**src/rtl/game_pkg.sv**
```systemverilog
// Shared types and widths for the game sequencing logic.
package game_pkg;

    localparam int unsigned CNT_W   = 8;
    localparam int unsigned LIVES_W = 2;
    localparam int unsigned LEVEL_W = 2;

    typedef enum logic [2:0] {
        S_INIT  = 3'd0,
        S_PAUSE = 3'd1,
        S_PLAY  = 3'd2,
        S_DEAD  = 3'd3,
        S_WIN   = 3'd4
    } state_t;

endpackage

```
**src/rtl/edge_detect.sv**
```systemverilog
// One-bit rising-edge detector; RESET_VAL=1 suppresses an edge for a level held through reset.
module edge_detect #(
    parameter bit RESET_VAL = 1'b0
) (
    input  logic clk,
    input  logic rst_n,
    input  logic d,
    output logic rise
);

    logic d_q;

    always_ff @(posedge clk or negedge rst_n) begin
        if (!rst_n) begin
            d_q <= RESET_VAL;
        end else begin
            d_q <= d;
        end
    end

    assign rise = d & ~d_q;

endmodule

```
**src/rtl/game_state_ctrl.sv**
```systemverilog
// Game phase sequencer: title, serve pause, play, game-over and victory, with lives/level tracking.
module game_state_ctrl
    import game_pkg::*;
#(
    parameter int unsigned LIVES        = 3,
    parameter int unsigned LEVELS       = 3,
    parameter int unsigned PAUSE_FRAMES = 60,
    parameter int unsigned HOLD_FRAMES  = 120
) (
    input  logic               clk,
    input  logic               rst_n,
    input  logic               frame_tick,
    input  logic               start_btn,
    input  logic               ball_lost,
    input  logic               bricks_clear,
    output logic               init,
    output logic               dead,
    output logic               win,
    output logic               play,
    output logic               serve,
    output logic               reset_field,
    output logic [LIVES_W-1:0] lives,
    output logic [LEVEL_W-1:0] level
);

    localparam logic [LIVES_W-1:0] LIVES_INIT = LIVES_W'(LIVES);
    localparam logic [LEVEL_W-1:0] LAST_LEVEL = LEVEL_W'(LEVELS - 1);
    localparam logic [CNT_W-1:0]   PAUSE_CNT  = CNT_W'(PAUSE_FRAMES);
    localparam logic [CNT_W-1:0]   HOLD_CNT   = CNT_W'(HOLD_FRAMES);
    localparam logic [CNT_W-1:0]   CNT_ONE    = CNT_W'(1);

    state_t             state_q, state_d;
    logic [CNT_W-1:0]   cnt_q, cnt_d;
    logic [LIVES_W-1:0] lives_q, lives_d;
    logic [LEVEL_W-1:0] level_q, level_d;
    logic               serve_q, serve_d;
    logic               reset_field_q, reset_field_d;
    logic               start_edge;

    edge_detect #(
        .RESET_VAL (1'b1)
    ) u_start_edge (
        .clk   (clk),
        .rst_n (rst_n),
        .d     (start_btn),
        .rise  (start_edge)
    );

    always_ff @(posedge clk or negedge rst_n) begin
        if (!rst_n) begin
            state_q       <= S_INIT;
            cnt_q         <= '0;
            lives_q       <= LIVES_INIT;
            level_q       <= '0;
            serve_q       <= 1'b0;
            reset_field_q <= 1'b0;
        end else begin
            state_q       <= state_d;
            cnt_q         <= cnt_d;
            lives_q       <= lives_d;
            level_q       <= level_d;
            serve_q       <= serve_d;
            reset_field_q <= reset_field_d;
        end
    end

    always_comb begin
        state_d       = state_q;
        cnt_d         = cnt_q;
        lives_d       = lives_q;
        level_d       = level_q;
        serve_d       = 1'b0;
        reset_field_d = 1'b0;

        unique case (state_q)
            S_INIT: begin
                if (start_edge) begin
                    lives_d       = LIVES_INIT;
                    level_d       = '0;
                    cnt_d         = PAUSE_CNT;
                    reset_field_d = 1'b1;
                    state_d       = S_PAUSE;
                end
            end
            S_PAUSE: begin
                if (frame_tick) begin
                    if (cnt_q != '0) begin
                        cnt_d = cnt_q - CNT_ONE;
                    end
                    // serve is registered so it lands on the first cycle of play
                    if (cnt_q == CNT_ONE) begin
                        state_d = S_PLAY;
                        serve_d = 1'b1;
                    end
                end
            end
            S_PLAY: begin
                if (bricks_clear) begin
                    if (level_q < LAST_LEVEL) begin
                        level_d       = level_q + LEVEL_W'(1);
                        reset_field_d = 1'b1;
                        cnt_d         = PAUSE_CNT;
                        state_d       = S_PAUSE;
                    end else begin
                        cnt_d   = HOLD_CNT;
                        state_d = S_WIN;
                    end
                end else if (ball_lost) begin
                    if (lives_q > LIVES_W'(1)) begin
                        lives_d = lives_q - LIVES_W'(1);
                        cnt_d   = PAUSE_CNT;
                        state_d = S_PAUSE;
                    end else begin
                        lives_d = '0;
                        cnt_d   = HOLD_CNT;
                        state_d = S_DEAD;
                    end
                end
            end
            S_DEAD, S_WIN: begin
                // a press during the hold window is dropped, not remembered
                if (cnt_q == '0 && start_edge) begin
                    reset_field_d = 1'b1;
                    state_d       = S_INIT;
                end else if (frame_tick && cnt_q != '0) begin
                    cnt_d = cnt_q - CNT_ONE;
                end
            end
            default: begin
                state_d = S_INIT;
            end
        endcase
    end

    assign init        = (state_q == S_INIT);
    assign dead        = (state_q == S_DEAD);
    assign win         = (state_q == S_WIN);
    assign play        = (state_q == S_PLAY);
    assign serve       = serve_q;
    assign reset_field = reset_field_q;
    assign lives       = lives_q;
    assign level       = level_q;

endmodule

```
**config.mk**
```make
export PLATFORM = sky130hd
export DESIGN_NAME = game_state_ctrl
export DESIGN_NICKNAME = d
export VERILOG_FILES = /design/src/rtl/game_pkg.sv /design/src/rtl/edge_detect.sv /design/src/rtl/game_state_ctrl.sv
export SDC_FILE = /design/constraint.sdc
export NUM_CORES = 1
export LEC_CHECK = 0
export BUFFER_PORTS_ARGS = -buffer_cell sky130_fd_sc_hd__buf_2
export CORE_AREA = 2 2 47 49
export CTS_CLUSTER_SIZE = 12
export DETAILED_ROUTE_END_ITERATION = 6
export DIE_AREA = 0 0 49 51
export PLACE_DENSITY = 0.84
export REMOVE_ABC_BUFFERS = 1
export SETUP_SLACK_MARGIN = 0.15
export SYNTH_ARGS = -nofsm -noshare
export SYNTH_HDL_FRONTEND = slang
export SYNTH_SLANG_ARGS = --single-unit
```
**constraint.sdc**
```tcl
create_clock -name clk -period 2.98 [get_ports clk]
set_clock_uncertainty 0.15 [all_clocks]
set_input_delay 0.596 -clock clk [delete_from_list [all_inputs] [get_ports clk]]
set_output_delay 0.596 -clock clk [all_outputs]
set_load 0.005 [all_outputs]
```
==> flow_metrics.tcl, run 1 <==
set metrics [dict create \
    firstDrtPassIters 4 \
    yosysSeqAreaShare_pct 39.5 \
    rsz0062_at_grt "no" \
    synth_top_area_share_pct 32.6 \
    total_power_w 0.000956 \
    status "completed" \
    start_util_pct 55.7 \
    clk_latency_ns 0.30 \
    required_ns 2.23 \
    nFillCells 199 \
    io_buffers 15 \
    min_period_ns 2.26 \
    place_area_mm2 0.00123 \
    setup_slack_ns 0.715 \
    power.leakage_nw 0.549 \
    p_per_area_mw_per_mm2 753 \
    critPathArrivalTime_ns 1.52 \
    synth_edf_count 0 \
    register_area_um2 454 \
    cts.htree.levels 1 \
    ant_nets 0 \
    dieArea_mm2 0.00250 \
    hold_viol_final 0 \
    grt_pass1_wl_mm 4.48 \
    synth_xor_xnor_area_share_pct 0 \
    place_inst 165 \
    hpwl_mm 1.87 \
    clk_pin_slew_worst_paths_ns 0.12 \
    layout-area-overhead-vs-synth_pct 10.4 \
    synth.largest_area_cell "dfrtp_1" \
    synth_top_family_by_area "simple AND/OR/NAND/NOR gates" \
    cts_resized 0 \
    worstSetupPathType "register to primary output" \
    grt-ovfl-total 0 \
    path_max_fanout 14 \
    wl_mm 2.48 \
    wl_per_cell_um 14.6 \
    cts_hold_buffers 0 \
    cts_setup_buffers 0 \
    rr_startpoint "cnt_q[0]$_DFFE_PN0P_" \
    synth-async-reset-ratio_pct 100 \
    grt.total_usage_pct 23.4 \
    cts_tree "done" \
    final_area_mm2 0.00127 \
    ys_types 42 \
    fin_nets 151 \
    syn-instance-count 128 \
    drt_iter0_drc 20 \
    grt_pass1_vias 1008 \
    dieWidth_um 49 \
    cts-root-buf "clkbuf_4" \
    ys_ff_latch 18 \
    gp_congestion 0.944 \
    rr_endpoint "state_q[1]$_DFFE_PN0P_" \
    drv_cap 0 \
    viasPerCell 5.95 \
    tns_ns 0 \
    synthTopCellsByCount "dfrtp_1, nand2_1, nor2_1" \
    numCtsBuffers 3 \
    drv_slew 0 \
    drc_errors 0 \
    antenna_found_initial 0 \
    n_antenna_cell 0 \
    synth_compound_area_share_pct 22.3 \
    die_height_um 51 \
    cts_buffer_depth 2 \
    worst_pin_slew_ns 0.460 \
    synth_most_common_cell "dfrtp_1" \
    vias 1006 \
    r2r.worst_path.cells 6 \
    hold_path.class "input pin to async pin" \
    slew_headroom_pct 69.3 \
    peakVddDrop_uv 431 \
    coreArea_mm2 0.00206 \
    fin_cells 169 \
    synth_fa_ha_area_share_pct 3.26 \
    multiInputGateArea_um2 647 \
    setup_violations 0 \
    rows 17 \
    r2r_setup_slack_ns 0.76 \
    fin_crit_sh_pct 76.0 \
    avgSynthCellArea_um2 8.98 \
    maxClockFrequency_ghz 0.442 \
    synth_flop_cell "dfrtp_1" \
    synth_simple_gate_area_share_pct 28.0 \
    muxShareOfSynthArea_pct 2.72 \
    cp-start-kind "register" \
    clock-sinks 18 \
    dpl_worst_slack_ns 0.696 \
    yosys_warnings 0 \
    grt_max_degree 19 \
    syn-cell-area_mm2 0.00115 \
    netlist_top_cells_area "dfrtp_1, dfstp_2, nand2_1, a21oi_1, o21ai_0" \
    ioPinCount 16 \
    endpoint_kind "primary output" \
    layout-drive-gt1-share_pct 22.7 \
]
-- worst max-delay path by stage --
stage	start	endpoint
final	state_q[1]$_DFFE_PN0P_	play
after global routing	state_q[1]$_DFFE_PN0P_	play
after CTS	state_q[0]$_DFFE_PN0P_	dead
after detailed placement	start_btn	cnt_q[4]$_DFFE_PN0P_
after global placement	start_btn	cnt_q[4]$_DFFE_PN0P_
after floorplan	start_btn	cnt_q[4]$_DFFE_PN0P_
-- layer usage --
| layer | track usage (%) | wire length, µm | vias to the layer above |
|---|---|---|---|
| met5 | 0 | 0 | - |
| met3 | 3.80 | 63 | 6 |
| met1 | 27.7 | 1100 | 489 |
| met4 | 10.5 | 55 | 0 |
| li1 | - | - | 493 |
| met2 | 41.8 | 1260 | 18 |
-- cell type report --
type | instances | area share [%]
tap | 28 | 2.76
timing repair buffer | 15 | 5.91
inverter | 6 | 1.77
multi-input combinational | 98 | 50.9
clock buffer | 4 | 2.86
sequential | 18 | 35.8
-- cells in the final DEF (no fill, tap or decap), types with 2 or more instances in the layout --
cell      instances
ha_1              3
inv_1             6
a21oi_1           8
o31ai_1           2
nand3b_1          2
o21ai_0           8
o21ai_1           8
clkbuf_4          3
or2_1             2
buf_2            15
nand3_1           3
nor2_1            9
or3b_1            2
nor3_1            5
mux2i_1           2
o41ai_1           3
nand2_1          14
dfrtp_1          15
nand2b_1          5
dfstp_2           3
-- power by group --
part | switching [W] | internal [W]
clock network | 0.0000809 | 0.0000744
logic | 0.000196 | 0.000158
registers | 0.000110 | 0.000337
-- cells by family (layout without fill, tap and decap cells) --
family,count (synthesis),in the layout
simple gates,53,53
compound gates,39,39
flops,18,18
buf+inv,12,25
fa+ha+maj,3,3
mux,3,3
-- per-stage QoR --
stage	hold WS, ns	utilization (%)
2_1_floorplan	0.150	-
3_3_place_gp	0.309	59.8
3_5_place_dp	0.345	59.8
4_1_cts	0.0747	61.6
5_1_grt	0.0823	61.6
6_report	0.0487	61.6
-- worst max-delay path: stages (launching register included) --
cell and delay (ns):
dfrtp_1 0.62, nor3b_4 0.42, buf_2 0.18
-- sequential cells by signal, summed over array words and instances (netlist names) --
register,flops
state_q,3
level,2
lives,2
serve,1
u_start_edge.d_q,1
cnt_q,8
reset_field,1
Power figures use the tool's default switching activity.
==> run 2: changes to the inputs <==
--- a/config.mk
+++ b/config.mk
@@ -6,11 +6,11 @@
 export NUM_CORES = 1
 export LEC_CHECK = 0
 export BUFFER_PORTS_ARGS = -buffer_cell sky130_fd_sc_hd__buf_2
-export CORE_AREA = 2 2 47 49
+export CORE_AREA = 2 2 51 53
 export CTS_CLUSTER_SIZE = 12
 export DETAILED_ROUTE_END_ITERATION = 6
-export DIE_AREA = 0 0 49 51
-export PLACE_DENSITY = 0.84
+export DIE_AREA = 0 0 53 55
+export PLACE_DENSITY = 0.75
 export REMOVE_ABC_BUFFERS = 1
 export SETUP_SLACK_MARGIN = 0.15
 export SYNTH_ARGS = -nofsm -noshare
==> constraint.sdc (replaced) <==
create_clock -name clk -period 2.06 [get_ports clk]
set_clock_uncertainty 0.15 [all_clocks]
set_input_delay 0.412 -clock clk [delete_from_list [all_inputs] [get_ports clk]]
set_output_delay 0.412 -clock clk [all_outputs]
set_load 0.005 [all_outputs]
==> flow_metrics.tcl, run 2 (synthesis gave the netlist of run 1 again) <==
set metrics [dict create \
    status "completed" \
    final_common_cell "buf_4" \
    critPathArrivalTime_ns 2.11 \
    top_register "cnt_q" \
    rsz0062_at_grt "yes" \
    whs_endpoint "u_start_edge.d_q$_DFF_PN1_" \
    rr_startpoint "cnt_q[0]$_DFFE_PN0P_" \
    slew_headroom_pct 68.4 \
    hpwl_mm 2.06 \
    grt_pass1_wl_mm 4.92 \
    layout_top_registers "cnt_q (8), state_q (3)" \
    coreArea_mm2 0.00236 \
    power.leakage_nw 0.701 \
    multiInputGateArea_um2 756 \
    sw_frac_of_total_pct 42.1 \
    wl_per_cell_um 17.0 \
    r2r.worst_path.cells 6 \
    clock-sinks 18 \
    drc_errors 0 \
    path_max_fanout 4 \
    grt-ovfl-total 0 \
    cp-start-kind "register" \
    p_clk_share_pct 13.5 \
    clk_pin_slew_worst_paths_ns 0.11 \
    register_area_um2 455 \
    numCtsBuffers 3 \
    wl_mm 3.31 \
    nFillCells 188 \
    start_util_pct 48.6 \
    p_per_area_mw_per_mm2 1080 \
    required_ns 2.12 \
    ioPinCount 16 \
    layout_common_cells "buf_4, buf_2, nand2_1, dfrtp_1" \
    maxClockFrequency_ghz 0.488 \
    dieArea_mm2 0.00292 \
    intPower_w 0.000994 \
    firstDrtPassIters 4 \
    cp_slowest_stage_delay_ns 0.50 \
    worstSetupPathType "register to register" \
    drv_slew 0 \
    cts_buffer_depth 2 \
    grt_pass1_vias 1057 \
    antenna_found_initial 0 \
    dieWidth_um 53 \
    cp_num_buf_inv 1 \
    min-delay-start "start_btn" \
    fin_nets 175 \
    fin_util_pct 67.0 \
    hold_path_depth 2 \
    worst_pin_slew_ns 0.470 \
    critical-path-top-delay-family "simple AND/OR/NAND/NOR gates" \
    hold_path.class "input pin to register" \
    largest_register_ffs 8 \
    cts.htree.levels 1 \
    clk_latency_ns 0.31 \
    rows 18 \
    peakVddDrop_uv 906 \
    fin_crit_sh_pct 99.4 \
    n_antenna_cell 0 \
    min_period_ns 2.05 \
    setup_violations 0 \
    die_height_um 55 \
    layout-drive-gt1-share_pct 44.8 \
    io_buffers 15 \
    gp_congestion 0.968 \
    cts-root-buf "clkbuf_4" \
    viasPerCell 5.94 \
    grt.total_usage_pct 23.5 \
    critPathSlowestCell "or4b_4" \
    ant_nets 0 \
    endpoint_kind "register" \
    whs_ns 0.164 \
    total_power_w 0.00172 \
    drv_cap 0 \
    comb_power_share_pct 48.8 \
    power_frac_seq_pct 37.6 \
    cts_tree "done" \
    grt_max_degree 19 \
    hold_viol_final 0 \
    r2r_setup_slack_ns 0.01 \
    layout-area-overhead-vs-synth_pct 37.9 \
    switchingPower_w 0.000722 \
    vias 1159 \
    crit_chain "inv_2 -> ha_4 -> or4b_4 -> nor4_4 -> o21ai_2 -> mux2_4" \
    rr_endpoint "state_q[1]$_DFFE_PN0P_" \
    drt_iter0_drc 27 \
]
run 2: changes by cell type in the layout (fill, tap and decap cells not counted), moves of 3 or more:
cell	delta
buf_6	+6
a21oi_2	+3
nor3_2	+3
buf_4	+16
a21oi_1	-3
nor3_1	-3
run 2: per-stage QoR:
step / setup TNS, ns / instances / setup slack [ns] / area [µm²]
after floorplan: 0 / 122 / 0.0326 / 1120
after global placement: 0 / 178 / 0.0129 / 1320
after detailed placement: -0.0905 / 178 / -0.0568 / 1320
after CTS: 0 / 188 / 0.000781 / 1450
after global routing: -0.271 / 195 / -0.0879 / 1590
final: 0 / 195 / 0.0125 / 1590
run 2: area by class of cell:
| cell class | count | share of cell area, % |
|---|---|---|
| clock buffer | 4 | 2.29 |
| inverter | 6 | 1.42 |
| multi-input combinational | 98 | 47.7 |
| sequential | 18 | 28.7 |
| tap | 30 | 2.37 |
| timing repair buffer | 39 | 17.5 |
run 2: how the worst max path moves through the flow:
stage | from | to | depth (start not counted)
floorplan | cnt_q[0]$_DFFE_PN0P_ | state_q[1]$_DFFE_PN0P_ | 6
global placement | cnt_q[1]$_DFFE_PN0P_ | state_q[1]$_DFFE_PN0P_ | 6
detailed placement | cnt_q[1]$_DFFE_PN0P_ | state_q[1]$_DFFE_PN0P_ | 6
CTS | cnt_q[0]$_DFFE_PN0P_ | state_q[1]$_DFFE_PN0P_ | 6
global route | state_q[0]$_DFFE_PN0P_ | cnt_q[4]$_DFFE_PN0P_ | 7
finish | cnt_q[0]$_DFFE_PN0P_ | state_q[1]$_DFFE_PN0P_ | 6
run 2: timing repair:
action                                  4_1_cts  5_1_grt
buffers inserted                              5        7
gates resized for setup                      14       20
pin swaps                                     7        8
hold endpoints to repair                     15        0
hold buffers                                  1        0
endpoints found under the setup margin       15       18
gates cloned                                  0        0
run 2: metal layers:
| metal | track usage [%] | up-vias | wire length [µm] |
|---|---|---|---|
| met5 | 0 | - | 0 |
| met4 | 12.4 | 0 | 123 |
| met3 | 3.76 | 13 | 161 |
| met2 | 41.5 | 50 | 1710 |
| met1 | 27.5 | 561 | 1320 |
| li1 | - | 535 | - |
run 2: power groups by stage:
stage                     Sequential (W)  Combinational, W  Clock, W
final                           0.000646          0.000837  0.000232
after global routing            0.000666          0.000897  0.000250
after detailed placement        0.000622          0.000612         0
after floorplan                 0.000617          0.000368         0
after CTS                       0.000616          0.000717  0.000238
after global placement          0.000609          0.000588         0
